<file path="src/rtl/trivium_pkg.sv">
// rtl/trivium_pkg.sv - shared types and constants for the Trivium serial link
package trivium_pkg;

  typedef enum logic [1:0] {
    IDLE,
    START,
    DATA,
    STOP
  } uart_tx_state_t;

  localparam int unsigned UART_CLKS_PER_BIT_DEFAULT = 10416;

endpackage

</file>
<file path="src/rtl/uart_baud_gen.sv">
// rtl/uart_baud_gen.sv - bit-period counter pulsing bit_done on the last cycle of each bit
module uart_baud_gen
  import trivium_pkg::*;
#(
  parameter int unsigned CLKS_PER_BIT = UART_CLKS_PER_BIT_DEFAULT
) (
  input  logic clk,
  input  logic rst_n,
  input  logic clear,
  output logic bit_done
);

  localparam int unsigned CW = (CLKS_PER_BIT > 1) ? $clog2(CLKS_PER_BIT) : 1;
  localparam logic [CW-1:0] LAST = CW'(CLKS_PER_BIT - 1);

  logic [CW-1:0] cnt_q, cnt_d;

  assign bit_done = (cnt_q == LAST);

  always_comb begin
    cnt_d = cnt_q + 1'b1;
    if (clear || bit_done) begin
      cnt_d = '0;
    end
  end

  always_ff @(posedge clk or negedge rst_n) begin
    if (!rst_n) begin
      cnt_q <= '0;
    end else begin
      cnt_q <= cnt_d;
    end
  end

endmodule

</file>
<file path="src/rtl/uart_tx.sv">
// rtl/uart_tx.sv - 8N1 UART transmitter with a one-entry holding register for gapless frames
module uart_tx
  import trivium_pkg::*;
#(
  parameter int unsigned CLKS_PER_BIT = UART_CLKS_PER_BIT_DEFAULT
) (
  input  logic       clk,
  input  logic       rst_n,
  input  logic       ena,
  input  logic [7:0] tx_data,
  input  logic       tx_valid,
  output logic       tx_ready,
  output logic       serial_out,
  output logic       tx_busy
);

  uart_tx_state_t state_q, state_d;
  logic [7:0] hold_data_q, hold_data_d;
  logic [7:0] shift_q, shift_d;
  logic [2:0] bit_idx_q, bit_idx_d;
  logic       hold_full_q, hold_full_d;
  logic       serial_q, serial_d;
  logic       bit_done, baud_clear, handshake, load;

  assign tx_ready   = rst_n && ena && !hold_full_q;
  assign handshake  = tx_valid && tx_ready;
  assign serial_out = serial_q;
  assign tx_busy    = (state_q != IDLE) || hold_full_q;

  // Leaving any non-idle state happens on bit_done, where the counter wraps to 0
  // by itself, so holding it clear in IDLE covers every state entry.
  assign baud_clear = (state_q == IDLE);

  uart_baud_gen #(
    .CLKS_PER_BIT(CLKS_PER_BIT)
  ) u_baud (
    .clk     (clk),
    .rst_n   (rst_n),
    .clear   (baud_clear),
    .bit_done(bit_done)
  );

  always_comb begin
    state_d     = state_q;
    shift_d     = shift_q;
    bit_idx_d   = bit_idx_q;
    hold_full_d = hold_full_q;
    hold_data_d = hold_data_q;
    load        = 1'b0;
    serial_d    = 1'b1;

    case (state_q)
      IDLE: begin
        if (hold_full_q && ena) load = 1'b1;
      end
      START: begin
        if (bit_done) begin
          state_d   = DATA;
          bit_idx_d = 3'd0;
        end
      end
      DATA: begin
        if (bit_done) begin
          shift_d   = shift_q >> 1;
          bit_idx_d = bit_idx_q + 3'd1;
          if (bit_idx_q == 3'd7) state_d = STOP;
        end
      end
      STOP: begin
        // A chained byte goes out even with ena low; only IDLE waits for ena.
        if (bit_done) begin
          if (hold_full_q) load = 1'b1;
          else state_d = IDLE;
        end
      end
      default: state_d = IDLE;
    endcase

    if (load) begin
      shift_d     = hold_data_q;
      state_d     = START;
      hold_full_d = 1'b0;
    end
    if (handshake) begin
      hold_full_d = 1'b1;
      hold_data_d = tx_data;
    end

    case (state_d)
      START:   serial_d = 1'b0;
      DATA:    serial_d = shift_d[0];
      default: serial_d = 1'b1;
    endcase
  end

  always_ff @(posedge clk or negedge rst_n) begin
    if (!rst_n) begin
      state_q     <= IDLE;
      hold_data_q <= 8'h00;
      hold_full_q <= 1'b0;
      shift_q     <= 8'h00;
      bit_idx_q   <= 3'd0;
      serial_q    <= 1'b1;
    end else begin
      state_q     <= state_d;
      hold_data_q <= hold_data_d;
      hold_full_q <= hold_full_d;
      shift_q     <= shift_d;
      bit_idx_q   <= bit_idx_d;
      serial_q    <= serial_d;
    end
  end

endmodule

</file>
<file path="config.mk">
export PLATFORM = sky130hd
export DESIGN_NAME = uart_tx
export DESIGN_NICKNAME = d
export VERILOG_FILES = /design/src/rtl/trivium_pkg.sv /design/src/rtl/uart_baud_gen.sv /design/src/rtl/uart_tx.sv
export SDC_FILE = /design/constraint.sdc
export NUM_CORES = 1
export LEC_CHECK = 0
export ABC_AREA = 1
export CORE_ASPECT_RATIO = 0.9
export CORE_MARGIN = 2
export CORE_UTILIZATION = 50
export DETAILED_ROUTE_END_ITERATION = 7
export GPL_ROUTABILITY_DRIVEN = 0
export HOLD_SLACK_MARGIN = 0.08
export PLACE_DENSITY = 0.73
export REMOVE_ABC_BUFFERS = 1
export SYNTH_ARGS = -nofsm -noshare
export SYNTH_HDL_FRONTEND = slang
export SYNTH_SLANG_ARGS = --single-unit
</file>
<file path="constraint.sdc">
create_clock -name clk -period 1.42 [get_ports clk]
set_input_delay 0.213 -clock clk [delete_from_list [all_inputs] [get_ports clk]]
set_output_delay 0.213 -clock clk [all_outputs]
set_load 0.005 [all_outputs]
</file>
After elaboration in Yosys (flattened, before gate mapping) --
Index checks and enable logic that the tools add are counted.
Cells by class: reductions and logical operators 15, muxes and demuxes 21, equal/unequal tests 9, $add $sub $neg 2
Operator list (number):
- $mux 8 | 3
- $add 14x1->14 const B | 1
- $eq 14x14->1 const B | 1
- $mux 14 | 1
- $mux 2 | 6
- $reduce_bool 2->1 | 5
- $eq 2x2->1 const B | 3
- $mux 3 | 2
- $pmux 2 s3 | 1
- $pmux 3 s2 | 1
- $mux 1 | 5
- $eq 2x1->1 const B | 2
- $logic_and 1x1->1 | 4
- $ne 2x1->1 const B | 2
- $pmux 1 s2 | 2
- $add 3x1->3 const B | 1
- $eq 3x3->1 const B | 1
- $reduce_and 3->1 | 1
- $logic_not 2->1 | 1
- $logic_or 1x1->1 | 2
- $reduce_and 2->1 | 1
- $logic_not 1->1 | 1
Word-level totals: register bits after elaboration 37, logic and storage cells 55, output and inout bits 3, bits of input ports 12

Logic depth before layout (Yosys ltp) --
word-level depth 7, depth in mapped cells 13

By module --
A second synthesis with hierarchy kept.
Second synthesis, totals: cell total of the unflattened synthesis 240, area, all modules 2011.9 sq um
By module, submodules not included:
- uart_tx | cells each 130, instances 1, area each 1206.2 sq um
- uart_baud_gen | cells each 110, instances 1, area each 805.8 sq um

Worst setup path after synthesis --
No wires, ideal clock.
path kind register to register, from register u_baud.cnt_q[0], to register shift_q[1], path slack -0.084 ns, data arrival time 1.379 ns, buffers on the path 1, data required time 1.295 ns, period minus slack after synthesis 1.504 ns, cell stages (with the launch flop) 10, cell sequence dfrtp_1 ha_1 nand3_2 nor2_2 nand3_1 nand2_2 nand2_4 buf_6 nand3_1 nand3_1
Between the ends: word-level cells in the longest chain between the ends 5, elaborated cells on any way between the ends 7
RTL lines:
- from (decl) | line uart_baud_gen.sv:16 | logic [CW-1:0] cnt_q, cnt_d;
- from (signal assigned) | line uart_baud_gen.sv:31 | cnt_q <= cnt_d;
- $eq 14x14->1 * | line uart_baud_gen.sv:18 | assign bit_done = (cnt_q == LAST);
- $mux 1 | line uart_tx.sv:71 | if (bit_done) begin
- $pmux 1 s2 | line uart_tx.sv:52 | case (state_q)
- $reduce_bool 2->1 (no source line)
- $reduce_and 2->1 (no source line)
- to (signal assigned) | line uart_tx.sv:108 | shift_q <= shift_d;
- to (decl) | line uart_tx.sv:19 | logic [7:0] shift_q, shift_d;
Mark *: on every way between the ends. The rest lies on a longest branch, timed or not. A chain may end at the register's enable or synchronous reset.

Worst setup path in the final report --
from register u_baud.cnt_q[0], to register serial_q, in the netlist serial_out
Between the ends: elaborated cells on any way between the ends 14
RTL lines:
- $eq 14x14->1 * | line uart_baud_gen.sv:18
- $mux 1 / $mux 8 (equally long branches) | line uart_tx.sv:71, uart_tx.sv:63
- $pmux 1 s2 / $mux 8 (equally long branches) | line uart_tx.sv:52
- $mux 8 * | line uart_tx.sv:79 | if (load) begin
- net shift_d[0] | line uart_tx.sv:19
- $pmux 1 s2 * | line uart_tx.sv:89 | case (state_d)
- net serial_d | line uart_tx.sv:22 | logic serial_q, serial_d;
- to (signal assigned) | line uart_tx.sv:110 | serial_q <= serial_d;
- to (decl) | line uart_tx.sv:22
The timed path passes the listed nets; every way through them passes the cells marked *. The select of a mux whose other input is x is not followed.

==> flow_results.org <==
** Pwr
- Per report_power, the clock group accounts for 39.7% of the total.
- Internal portion of total power :: 1.43 mW
- Maximum ir drop on the vdd rail :: 0.640 mV
- Power share of the sequential group :: 57.0%
- Net switching power :: 434 uW
- For this design the static power due to leakage is 1.41 nW.
- Part of the total power dissipated in combinational logic :: 3.3%
- Of the total power, the share spent switching nets is 23.3%.
- For this design the ratio of total power to cell area is 647 mW/mm^2.
- Summing internal, switching and leakage power gives 1.86 mW.

** Cells and area
- Syn-to-layout area delta :: 49.2%
- Non-Filler Instances :: 335
- 0 antenna diodes ended up in the layout.
- Of the cells placed in the final design, the portion with a size suffix greater than 1 is 44.6%.
- Most common cell after layout, fill and taps aside :: sky130_fd_sc_hd__nand2_1
- Total number of nets in the final design :: 307
- Most used cells in the layout excluding fill and tap cells :: 39 x sky130_fd_sc_hd__nand2_1, 36 x sky130_fd_sc_hd__dfrtp_1, 33 x sky130_fd_sc_hd__buf_4
- Layout filler cell count :: 218

** STA
- On the final layout, the worst clock skew is 0.0100 ns.
- Final setup violation count :: 23
- Worst-margin pin slew :: 0.466 ns
- Pins over their slew limit :: 0
- Headroom to the max-slew limit came out at 69.0%.
- Fmax :: 625 MHz
- Unrepaired setup endpoints after global routing :: yes
- Share of the clock period used by the worst path after layout :: 113%
- Summed over all failing endpoints, the final setup total negative slack is -2.26 ns.
- Clock period minus worst slack :: 1.60 ns
- Final hold analysis gives a worst-case slack of 0.492 ns.
- Worst Slack Setup Final :: -0.180 ns
- Final-report hold violation count :: 0

** Drt
- After detailed routing, the number of vias per cell comes to 5.30.
- Antenna violation net count after detailed routing :: 0
- In the routed design, unresolved DRC markers number 0.
- After the first detailed-routing iteration, the DRC count stood at 135.
- The final layout contains routed wiring with a total length of 4.78 mm.
- Vias after detailed routing :: 1774
- WL per Instance :: 14.3 um
- The first detailed-routing pass took 4 iterations.

** Setup path
- Crit path required time :: 1.67 ns
- Along the worst path, the maximum fanout reaches 5.
- Data arrival time at the worst-slack endpoint :: 1.85 ns
- The worst setup path is of the register to register kind.
- Category of the worst setup path launch point :: register
- STA classifies the critical path endpoint as a register.

** Die
- The initial utilization of the core area, before any placement, comes to 52.1%.
- Die Wd :: 69.5 um
- Count of pins on the block boundary :: 15
- Area of the placeable core :: 0.00370 mm^2
- Row generation in the floorplan step produced 21 rows.
- The floorplan step defined a die boundary enclosing 0.00437 mm^2.
- In this run the vertical extent of the chip is 62.9 um.

** Clock tree
- The tree built by TritonCTS fans out to 37 sinks.
- Clock transition at the registers of the reported paths :: 0.08 ns
- TritonCTS built the clock tree.
- The clock reaches the later pin of the worst-skew pair after 0.30 ns.
- H-tree Lvls :: 2
- No sink is reached through more buffers than the 2 on the longest clock path.
- Number of clock buffers inserted by TritonCTS :: 5
- In this run the clock root is driven by a sky130_fd_sc_hd__clkbuf_8.

** Logic synthesis
- Post-synthesis cell area :: 0.00193 mm^2
- Synthesis warning total :: 0
- Synthesized instance count :: 227
- Post-synthesis sequential area ratio :: 48.1%
- Counting flops and latches in the post-synthesis netlist gives 37.
- Mean cell area of the mapped netlist :: 8.50 um^2
- Of all cell types, the one taking the most synthesized area is sky130_fd_sc_hd__dfrtp_1.
- Ranked by total cell area, the synthesized netlist is headed by sky130_fd_sc_hd__dfrtp_1 47%, sky130_fd_sc_hd__nand2_1 8.9%, sky130_fd_sc_hd__nand3_1 7.3%.
- The synthesized netlist contains 24 unique library cells.
- Area share of the leading cell type in the synthesized netlist :: 46.7%

** GRT
- For this run, global-route usage on met3 was measured as 5.32%.
- All-layer global routing usage :: 23.3%
- Entering global routing, the biggest net connects 38 pins.
- Summed over all layers, the global routing overflow is 0.
- Number of antenna violations at the first check in global routing :: 0
- The number of global-route vias before repair is 1692.
- The global routing stage identified its most utilized layer as met2.
- The first global-routing pass estimated 7.87 mm of wire.
- Global routing consumed, on the met2 layer, 34.7% of the routing resources.
- Met1 Use GR :: 32.3%

** Hold path
- Worst min-delay path class :: register to register

** Placement
- In this run, placement finished with an instance count of 315.
- The HPWL after detailed placement is 2.87 mm.
- At the placement stage, the worst setup path has a slack of -0.229 ns.
- Port buffering added 14 buffers.

** Status
- Failing checks :: setup timing
- The flow ran to the end, but the final reports show violations.

** Job
- Number of maximum-capacitance violations :: 0
power groups by stage:
stage	registers (mW)	clock network (mW)	logic, mW
floorplan	1.08	0	0.00585
global placement	1.08	0	0.0592
detailed placement	1.08	0	0.0600
CTS	1.06	0.745	0.0628
global route	1.06	0.816	0.0690
finish	1.06	0.740	0.0614
worst paths after layout:
check                      cells past startpoint       startpoint               end  slack (ns)
setup reg to reg                              10  u_baud.cnt_q[0]        serial_out       -0.18
hold / removal                                 1     bit_idx_q[0]      bit_idx_q[0]        0.49
setup / recovery                              10  u_baud.cnt_q[0]        serial_out       -0.18
max in group asynchronous                      3            rst_n        serial_out        0.50
hold reg to reg                                1     bit_idx_q[0]      bit_idx_q[0]        0.49
min in group asynchronous                      3            rst_n  u_baud.cnt_q[12]        0.57
state kept, by name (all words and copies together), names as in the netlist:
name and cells:
u_baud.cnt_q 14, hold_data_q 8, shift_q 8, bit_idx_q 3, state_q 2, hold_full_q 1
serial_out 1
routing by layer:
metal,up-vias,routed length [um]
li1,864,-
met1,838,2240
met2,57,2210
met3,15,241
met4,0,89
met5,-,0
through the flow:
| step | utilization, % | instance area, um^2 |
|---|---|---|
| after global placement | 62.9 | 2330 |
| after global routing | 77.7 | 2880 |
| after CTS | 72.0 | 2670 |
| after detailed placement | 62.9 | 2330 |
| final | 77.7 | 2880 |
| after floorplan | - | 1920 |
repair_timing:
item,in CTS,in global routing
hold endpoints to repair,36,0
endpoints found under the setup margin,26,30
hold buffers,1,0
resized for setup,48,43
setup buffers,6,5
pin swaps,13,17
cell usage after synthesis:
cell,n
sky130_fd_sc_hd__buf_6,1
sky130_fd_sc_hd__o21a_1,1
sky130_fd_sc_hd__nor3_1,5
sky130_fd_sc_hd__a22o_1,2
sky130_fd_sc_hd__nor2_1,26
sky130_fd_sc_hd__o21ai_1,2
sky130_fd_sc_hd__ha_1,7
sky130_fd_sc_hd__nand2_4,3
sky130_fd_sc_hd__nand3_1,28
sky130_fd_sc_hd__dfstp_2,1
sky130_fd_sc_hd__dfrtp_1,36
sky130_fd_sc_hd__nand2_2,5
sky130_fd_sc_hd__nand2_1,46
sky130_fd_sc_hd__xnor2_1,1
sky130_fd_sc_hd__clkinv_4,1
sky130_fd_sc_hd__o21ai_0,7
sky130_fd_sc_hd__nand3_2,3
sky130_fd_sc_hd__nor3_2,1
sky130_fd_sc_hd__o211ai_1,1
sky130_fd_sc_hd__inv_1,24
sky130_fd_sc_hd__a21oi_1,10
sky130_fd_sc_hd__inv_2,3
sky130_fd_sc_hd__mux2_2,7
sky130_fd_sc_hd__nor2_2,6
critical path: stages, from the launching register on:
cell                      delay [ns]
sky130_fd_sc_hd__dfrtp_1        0.41
sky130_fd_sc_hd__ha_4           0.17
sky130_fd_sc_hd__nand3_4        0.11
sky130_fd_sc_hd__buf_6          0.15
sky130_fd_sc_hd__nor3_4         0.14
sky130_fd_sc_hd__nand3_4        0.16
sky130_fd_sc_hd__o21ai_1        0.17
sky130_fd_sc_hd__nand2_1        0.07
sky130_fd_sc_hd__nand2_2        0.06
sky130_fd_sc_hd__nand2_1        0.05
sky130_fd_sc_hd__nand2_1        0.06
area by class of cell:
cell class / count / area [um^2] / share of cell area (%)
Tap cell: 46 / 57.6 / 2.00
Inverter: 28 / 128 / 4.43
Timing Repair Buffer: 55 / 473 / 16.4
Sequential cell: 37 / 927 / 32.2
Clock inverter: 3 / 17.5 / 0.608
Multi-Input combinational cell: 161 / 1210 / 41.9
Clock buffer: 5 / 68.8 / 2.39
logic make-up after synthesis:
kind of cell	Yosys count	synth area share [%]
AOI/OAI and AO/OA	23	6.62
xor gates and xnor gates	1	0.454
adders and majority gates	7	4.54
buffers and inverters	29	6.29
DFF	37	48.1
muxes	7	4.09
and+or+nand+nor	123	30.0
Power figures use the tool's default switching activity.
